===== src/rtl/unified_mem_arbiter_if.sv =====
// ---------------------------------------------------------------------------
// unified_mem_arbiter_if
// Bundles the requester handshakes (instruction fetch and data memory), the
// memory-side access bus and the hazard stall lines of the unified memory
// arbiter.
//   IF side  : if_req, if_addr -> arbiter; if_rdata, if_valid <- arbiter
//   DM side  : dm_req, dm_we, dm_addr, dm_wdata -> arbiter;
//              dm_rdata, dm_valid <- arbiter
//   Memory   : mem_en, mem_we, mem_addr, mem_wdata <- arbiter;
//              mem_rdata -> arbiter
//   Hazards  : stall_fetch, stall_mem <- arbiter
// Modport master is the arbiter's view; slave is the requester/memory view.
// ---------------------------------------------------------------------------
interface unified_mem_arbiter_if;
    logic        if_req;
    logic [31:0] if_addr;
    logic [31:0] if_rdata;
    logic        if_valid;

    logic        dm_req;
    logic        dm_we;
    logic [31:0] dm_addr;
    logic [31:0] dm_wdata;
    logic [31:0] dm_rdata;
    logic        dm_valid;

    logic        mem_en;
    logic        mem_we;
    logic [31:0] mem_addr;
    logic [31:0] mem_wdata;
    logic [31:0] mem_rdata;

    logic        stall_fetch;
    logic        stall_mem;

    modport master (
        input  if_req, if_addr, dm_req, dm_we, dm_addr, dm_wdata, mem_rdata,
        output if_rdata, if_valid, dm_rdata, dm_valid,
               mem_en, mem_we, mem_addr, mem_wdata, stall_fetch, stall_mem
    );

    modport slave (
        output if_req, if_addr, dm_req, dm_we, dm_addr, dm_wdata, mem_rdata,
        input  if_rdata, if_valid, dm_rdata, dm_valid,
               mem_en, mem_we, mem_addr, mem_wdata, stall_fetch, stall_mem
    );
endinterface


===== src/rtl/unified_mem_arbiter.sv =====
// ---------------------------------------------------------------------------
// unified_mem_arbiter
// Shares one single-ported, fixed-latency memory between instruction fetch
// (IF) and the data memory stage (DM). Each access runs IDLE -> ISSUE ->
// WAIT -> RESP. DM has priority unless it has been granted STARVE_LIMIT
// times in a row while IF was waiting, in which case IF is forced through.
// Ports:
//   clock   : rising-edge system clock
//   reset_n : synchronous active-low reset
//   bus     : unified_mem_arbiter_if.master (requesters, memory, stalls)
// Parameters:
//   MEM_LATENCY  : cycles from mem_en to valid mem_rdata (>= 1)
//   STARVE_LIMIT : consecutive DM grants tolerated while IF waits
// ---------------------------------------------------------------------------
module unified_mem_arbiter #(
    parameter int MEM_LATENCY  = 2,
    parameter int STARVE_LIMIT = 4
) (
    input  logic                         clock,
    input  logic                         reset_n,
    unified_mem_arbiter_if.master        bus
);
    localparam int CntW    = $clog2(MEM_LATENCY + 1);
    localparam int StarveW = $clog2(STARVE_LIMIT + 1);
    localparam logic [CntW-1:0]    LatLoad   = CntW'(MEM_LATENCY);
    localparam logic [StarveW-1:0] StarveMax = StarveW'(STARVE_LIMIT);

    typedef enum logic [1:0] {
        IDLE  = 2'd0,
        ISSUE = 2'd1,
        WAIT  = 2'd2,
        RESP  = 2'd3
    } stateT;

    stateT               stateR;
    stateT               stateNextS;
    logic                grantDmS;
    logic                grantIfS;
    logic                waitDoneS;

    logic [CntW-1:0]     waitCntR;
    logic [StarveW-1:0]  starveR;
    logic                ownerDmR;   // 1 = access in flight belongs to DM
    logic                weLatchR;   // write flag of the access in flight
    logic                memEnR;
    logic                memWeR;
    logic [31:0]         memAddrR;   // doubles as the latched access address
    logic [31:0]         memWdataR;  // doubles as the latched write data
    logic [31:0]         ifRdataR;
    logic [31:0]         dmRdataR;
    logic                ifValidR;
    logic                dmValidR;

    // Next-state logic and grant decision; requests only matter in IDLE.
    always_comb begin
        stateNextS = stateR;
        grantDmS   = 1'b0;
        grantIfS   = 1'b0;
        waitDoneS  = 1'b0;
        case (stateR)
            IDLE: begin
                if (bus.dm_req && (!bus.if_req || (starveR < StarveMax))) begin
                    grantDmS   = 1'b1;
                    stateNextS = ISSUE;
                end else if (bus.if_req) begin
                    grantIfS   = 1'b1;
                    stateNextS = ISSUE;
                end else begin
                    stateNextS = IDLE;
                end
            end
            ISSUE: stateNextS = WAIT;
            WAIT: begin
                // Count value 1 marks the cycle in which mem_rdata is valid.
                if (waitCntR == CntW'(1)) begin
                    waitDoneS  = 1'b1;
                    stateNextS = RESP;
                end else begin
                    stateNextS = WAIT;
                end
            end
            RESP:    stateNextS = IDLE;
            default: stateNextS = IDLE;
        endcase
    end

    // State register.
    always_ff @(posedge clock) begin
        if (!reset_n) begin
            stateR <= IDLE;
        end else begin
            stateR <= stateNextS;
        end
    end

    // Access datapath: latches, memory strobes, read capture and valid pulses.
    always_ff @(posedge clock) begin
        if (!reset_n) begin
            ownerDmR  <= 1'b0;
            weLatchR  <= 1'b0;
            memEnR    <= 1'b0;
            memWeR    <= 1'b0;
            memAddrR  <= 32'h0000_0000;
            memWdataR <= 32'h0000_0000;
            ifRdataR  <= 32'h0000_0000;
            dmRdataR  <= 32'h0000_0000;
            ifValidR  <= 1'b0;
            dmValidR  <= 1'b0;
            waitCntR  <= '0;
        end else begin
            // Strobes are set on the grant edge so they are high exactly in ISSUE.
            memEnR   <= grantDmS | grantIfS;
            memWeR   <= grantDmS & bus.dm_we;
            ifValidR <= waitDoneS & ~ownerDmR;
            dmValidR <= waitDoneS & ownerDmR;

            if (grantDmS) begin
                ownerDmR  <= 1'b1;
                weLatchR  <= bus.dm_we;
                memAddrR  <= bus.dm_addr;
                memWdataR <= bus.dm_wdata;
            end else if (grantIfS) begin
                ownerDmR  <= 1'b0;
                weLatchR  <= 1'b0;
                memAddrR  <= bus.if_addr;
            end

            if (stateR == ISSUE) begin
                waitCntR <= LatLoad;
            end else if ((stateR == WAIT) && (waitCntR != '0)) begin
                waitCntR <= waitCntR - CntW'(1);
            end

            if (waitDoneS) begin
                if (!ownerDmR) begin
                    ifRdataR <= bus.mem_rdata;
                end else if (!weLatchR) begin
                    dmRdataR <= bus.mem_rdata;
                end
            end
        end
    end

    // Starvation counter: counts DM grants that overtook a waiting IF.
    always_ff @(posedge clock) begin
        if (!reset_n) begin
            starveR <= '0;
        end else if ((stateR == IDLE) && !bus.if_req) begin
            starveR <= '0;
        end else if (grantIfS) begin
            starveR <= '0;
        end else if (grantDmS && (starveR < StarveMax)) begin
            starveR <= starveR + StarveW'(1);
        end
    end

    assign bus.mem_en      = memEnR;
    assign bus.mem_we      = memWeR;
    assign bus.mem_addr    = memAddrR;
    assign bus.mem_wdata   = memWdataR;
    assign bus.if_rdata    = ifRdataR;
    assign bus.dm_rdata    = dmRdataR;
    assign bus.if_valid    = ifValidR;
    assign bus.dm_valid    = dmValidR;
    assign bus.stall_fetch = bus.if_req & ~ifValidR;
    assign bus.stall_mem   = bus.dm_req & ~dmValidR;
endmodule


===== src/flat_wrapper.sv =====
// flat-port wrapper written by rule: the top's interface ports become plain ports
module unified_mem_arbiter_flat 
#(
    parameter int MEM_LATENCY  = 2,
    parameter int STARVE_LIMIT = 4
)
  (clock, reset_n, bus_if_req, bus_if_addr, bus_dm_req, bus_dm_we, bus_dm_addr, bus_dm_wdata, bus_mem_rdata, bus_if_rdata, bus_if_valid, bus_dm_rdata, bus_dm_valid, bus_mem_en, bus_mem_we, bus_mem_addr, bus_mem_wdata, bus_stall_fetch, bus_stall_mem);
  unified_mem_arbiter_if bus_i ();
  input  logic clock;
  input  logic reset_n;
  input wire logic [$bits(bus_i.if_req)-1:0] bus_if_req;
  input wire logic [$bits(bus_i.if_addr)-1:0] bus_if_addr;
  input wire logic [$bits(bus_i.dm_req)-1:0] bus_dm_req;
  input wire logic [$bits(bus_i.dm_we)-1:0] bus_dm_we;
  input wire logic [$bits(bus_i.dm_addr)-1:0] bus_dm_addr;
  input wire logic [$bits(bus_i.dm_wdata)-1:0] bus_dm_wdata;
  input wire logic [$bits(bus_i.mem_rdata)-1:0] bus_mem_rdata;
  output wire logic [$bits(bus_i.if_rdata)-1:0] bus_if_rdata;
  output wire logic [$bits(bus_i.if_valid)-1:0] bus_if_valid;
  output wire logic [$bits(bus_i.dm_rdata)-1:0] bus_dm_rdata;
  output wire logic [$bits(bus_i.dm_valid)-1:0] bus_dm_valid;
  output wire logic [$bits(bus_i.mem_en)-1:0] bus_mem_en;
  output wire logic [$bits(bus_i.mem_we)-1:0] bus_mem_we;
  output wire logic [$bits(bus_i.mem_addr)-1:0] bus_mem_addr;
  output wire logic [$bits(bus_i.mem_wdata)-1:0] bus_mem_wdata;
  output wire logic [$bits(bus_i.stall_fetch)-1:0] bus_stall_fetch;
  output wire logic [$bits(bus_i.stall_mem)-1:0] bus_stall_mem;
  assign bus_i.if_req = bus_if_req;
  assign bus_i.if_addr = bus_if_addr;
  assign bus_i.dm_req = bus_dm_req;
  assign bus_i.dm_we = bus_dm_we;
  assign bus_i.dm_addr = bus_dm_addr;
  assign bus_i.dm_wdata = bus_dm_wdata;
  assign bus_i.mem_rdata = bus_mem_rdata;
  assign bus_if_rdata = bus_i.if_rdata;
  assign bus_if_valid = bus_i.if_valid;
  assign bus_dm_rdata = bus_i.dm_rdata;
  assign bus_dm_valid = bus_i.dm_valid;
  assign bus_mem_en = bus_i.mem_en;
  assign bus_mem_we = bus_i.mem_we;
  assign bus_mem_addr = bus_i.mem_addr;
  assign bus_mem_wdata = bus_i.mem_wdata;
  assign bus_stall_fetch = bus_i.stall_fetch;
  assign bus_stall_mem = bus_i.stall_mem;
  unified_mem_arbiter #(.MEM_LATENCY(MEM_LATENCY), .STARVE_LIMIT(STARVE_LIMIT)) u_core (.clock(clock), .reset_n(reset_n), .bus(bus_i));
endmodule

===== config.mk =====
export PLATFORM = sky130hd
export DESIGN_NAME = unified_mem_arbiter_flat
export DESIGN_NICKNAME = d
export VERILOG_FILES = /design/src/rtl/unified_mem_arbiter_if.sv /design/src/rtl/unified_mem_arbiter.sv /design/src/flat_wrapper.sv
export SDC_FILE = /design/constraint.sdc
export NUM_CORES = 1
export LEC_CHECK = 0
export CAP_MARGIN = 20
export CORE_AREA = 2 2 136 124
export DETAILED_ROUTE_END_ITERATION = 16
export DIE_AREA = 0 0 138 126
export DONT_BUFFER_PORTS = 1
export GPL_ROUTABILITY_DRIVEN = 0
export SLEW_MARGIN = 20
export SYNTH_ARGS = -nofsm -noshare
export SYNTH_HDL_FRONTEND = slang
export SYNTH_SLANG_ARGS = --single-unit

===== constraint.sdc =====
create_clock -name clock -period 1.4 [get_ports clock]
set_input_delay 0.28 -clock clock [delete_from_list [all_inputs] [get_ports clock]]
set_output_delay 0.28 -clock clock [all_outputs]
set_load 0.03 [all_outputs]

==> summary.txt <==
CTS
  – Clock Latency Late Sink: 0.42 ns
  – CTS tree: done
  – Root Buffer: clkbuf_16
  – Max clock buf depth: 2
  – Clk sink count: 141
  – Clk pin slew, worst setup/hold paths: around 0.060 ns
  – Num CTS Buffers: 17
  – H-tree depth: 4

Synthesis
  – Sequential-to-total area share from yosys stat: 51.4%
  – Mapped Area: 0.00549 mm²
  – Mux contribution to synthesized area: 6.02%
  – Mean Syn Cell Area: 9.21 µm²
  – Synth Area in Compound Gates: about 18%
  – Seq cells post-synth: 141
  – Post-synthesis cell type count: 31
  – Largest family of logic cells by synthesized area: compound AO/OA/AOI/OAI gates
  – Post-Synth Simple-Gate Area: 16.8%
  – Synth Area in Adders: 1.60%
  – Synth Area in XOR/XNOR: less than 1%
  – Synthesized instance count: 596
  – Syn Nets: 736
  – Yosys warning total: 0

Die
  – Die width: 138 µm
  – Die Y: 126 µm
  – Initial core utilization: 34.4%
  – Cell Rows: 44
  – Die area: 0.0174 mm²
  – Ports: between 200 and 300
  – Core Area: 0.0160 mm²

Route
  – Final ANT Viol Nets: 0
  – Met2 WL post-DR: 8590 µm
  – Via density: approximately 5.4
  – Top routing layer used: met4
  – DR iter-0 viols: roughly 310
  – Vias: 4852
  – DR WL/cell: 18.7 µm
  – WL met3: ~1600 µm
  – Routed WL: 16900 µm
  – DRT Pass-1 Iters: 6
  – Post-Route M1 WL: around 6300 µm
  – DRC: 0

Critical path
  – Startpoint Class: register
  – Worst Path Required: 1.74 ns
  – Critical path's largest stage delay: 0.36 ns
  – Delay-heaviest family, CP: buffers and inverters
  – Crit-path max FO: 7
  – Worst path cell trace: inv_4 -> ha_4 -> buf_6 -> nand3_4 -> buf_12 -> buf_4 -> mux2i_1
  – Reg-to-Reg Start: u_core.stateR[0]$_SDFF_PN0_
  – Critical path data arrival time: 1.73 ns
  – Setup CP Type: register to register
  – Setup crit start: u_core.stateR[0]$_SDFF_PN0_
  – Slowest-stage cell, CP: dfxtp_2
  – CP bufs+invs: 4
  – Critical path endpoint category: register

STA
  – Hold Fails Final Rpt: 0
  – RSZ-0062 raised after global routing: yes
  – # setup viols final: 0
  – Final Cycle Share: 99.8%
  – Min Clock Period, post-route: between 1 and 1.5 ns
  – Worst Skew: between 0.01 and 0.015 ns
  – Measured slew at the worst slew-check pin: around 0.52 ns
  – Relative slew slack: 64.9%
  – Highest clock rate: just over 0.7 GHz
  – Slew Viols, Final: 0
  – PnR worst setup slack: 0.00255 ns

Run status
  – Status: finished, final reports clean

Layout
  – Most frequent cells in the layout: nand2_1, dfxtp_1, dlygate4sd3_1
  – Fill count: about 1400
  – # nets final: 825
  – Commonest non-fill, non-tap cell in the layout: nand2_1
  – Proportion of layout cells with a drive suffix above 1: 10.6%
  – Inserted Diodes: 0
  – Area grow syn2layout: 37.0%
  – Register area: 0.00283 mm²
  – Area of the multi-input gates: 0.00242 mm²

Job
  – Max-capacitance violation count: 0

GRT
  – Remaining global-route overflow: 0
  – Total GRT Usage: 18.3%
  – Vias in the first global route: 5021
  – Initial antenna violation count: 0
  – Largest net degree at the start of global routing: 111
  – First-pass GRT wire length: 25700 µm

Pwr
  – Static leakage: 3.11 nW
  – Pwr/cell area: 1600 mW/mm²
  – VDD IR max: 1000 µV
  – Design Power: roughly 12 mW

Placement
  – Post-DP HPWL: a little under 10000 µm
  – # port buffers: 0
  – Setup WS pre-CTS: -0.0655 ns

Min path
  – Worst hold path class: input port to register
  – Worst hold start: bus_dm_addr[24]
-- layout make-up --
class | count | share of cell area, %
clock buffers | 21 | 6.26
clock inverters | 10 | 1.85
inverters | 5 | 0.283
multi-input cells | 397 | 32.2
flip-flops and latches | 141 | 37.6
well taps | 207 | 3.45
repair buffers | 123 | 18.4
-- state kept, by name, indices dropped and copies added, names as in the netlist, 2 cells and up --
name and flops:
u_core.bus.dm_rdata 32, u_core.bus.if_rdata 32, u_core.bus.mem_addr 32, u_core.bus.mem_wdata 32, u_core.starveR 3, u_core.stateR 2, u_core.waitCntR 2
-- synthesized netlist by cell type (all sizes together) --
library cell	count	area [µm²]
nand4b	1	8.76
ha	7	87.6
mux2i	33	330
nor2b	4	32.5
and3b	1	8.76
o21a	2	15.0
nand3	34	170
clkbuf	27	101
xnor2	1	8.76
a21oi	37	185
nand2	164	616
nand2b	4	25.0
nor2	4	15.0
o22ai	1	6.26
or3b	1	8.76
o21ai	32	160
inv	5	18.8
nor3	1	5.00
o32a	32	320
a211oi	1	7.51
nand3b	1	7.51
and2	2	12.5
o211a	32	320
dfxtp	141	2820
nand4	2	12.5
buf	26	183
-- final timing paths --
| kind | endpoint | slack [ns] | cells after the start |
|---|---|---|---|
| max | u_core.bus.mem_wdata[3]$_SDFFE_PN0P_ | 0.003 | 7 |
| min | u_core.bus.mem_addr[24]$_SDFFE_PN0P_ | 0.03 | 1 |
| max reg2reg | u_core.bus.mem_wdata[3]$_SDFFE_PN0P_ | 0.003 | 7 |
| min reg2reg | u_core.starveR[1]$_SDFFE_PP0P_ | 0.48 | 2 |
-- where the power goes --
| group | switching, mW | total (mW) | leakage [nW] | internal [mW] |
|---|---|---|---|---|
| registers | 0.912 | 5.29 | 1.15 | 4.38 |
| logic | 0.879 | 2.06 | 1.66 | 1.18 |
| clock network | 1.72 | 4.66 | 0.299 | 2.93 |
-- cell families (layout without fill, tap and decap cells) --
family,count (synthesis),count (layout)
buffers and inverters,58,159
and+or+nand+nor,219,219
adders and majority gates,7,7
DFF,141,141
AOI/OAI and AO/OA,137,137
xor gates and xnor gates,1,1
muxes,33,33
-- metal layers --
metal | vias to the layer above | GRT usage (%)
met2 | 245 | 32.0
met4 | 0 | 8.76
met5 | - | 0
met3 | 35 | 7.64
met1 | 2326 | 19.1
li1 | 2246 | -
-- what timing repair did --
item | in CTS | in global routing
endpoints found under the setup margin | 46 | 116
endpoints found under the hold margin | 121 | 0
hold buffers | 94 | 0
resized for setup | 6 | 13
buffers inserted | 1 | 3
cloned | 1 | 3
pin swaps | 2 | 1
-- through the flow --
stage | util (%) | setup TNS, ns | std cells | instance area, µm² | hold WS (ns)
global route | 47.1 | -0.699 | 904 | 7520 | 0.0145
global placement | 36.0 | -0.530 | 771 | 5750 | 0.416
CTS | 46.3 | -0.000309 | 898 | 7390 | 0.000124
floorplan | - | -0.169 | 596 | 5490 | 0.413
detailed placement | 36.0 | -1.41 | 771 | 5750 | 0.419
finish | 47.1 | 0 | 904 | 7520 | 0.0278
No activity file was read; power rests on OpenSTA's default activity.
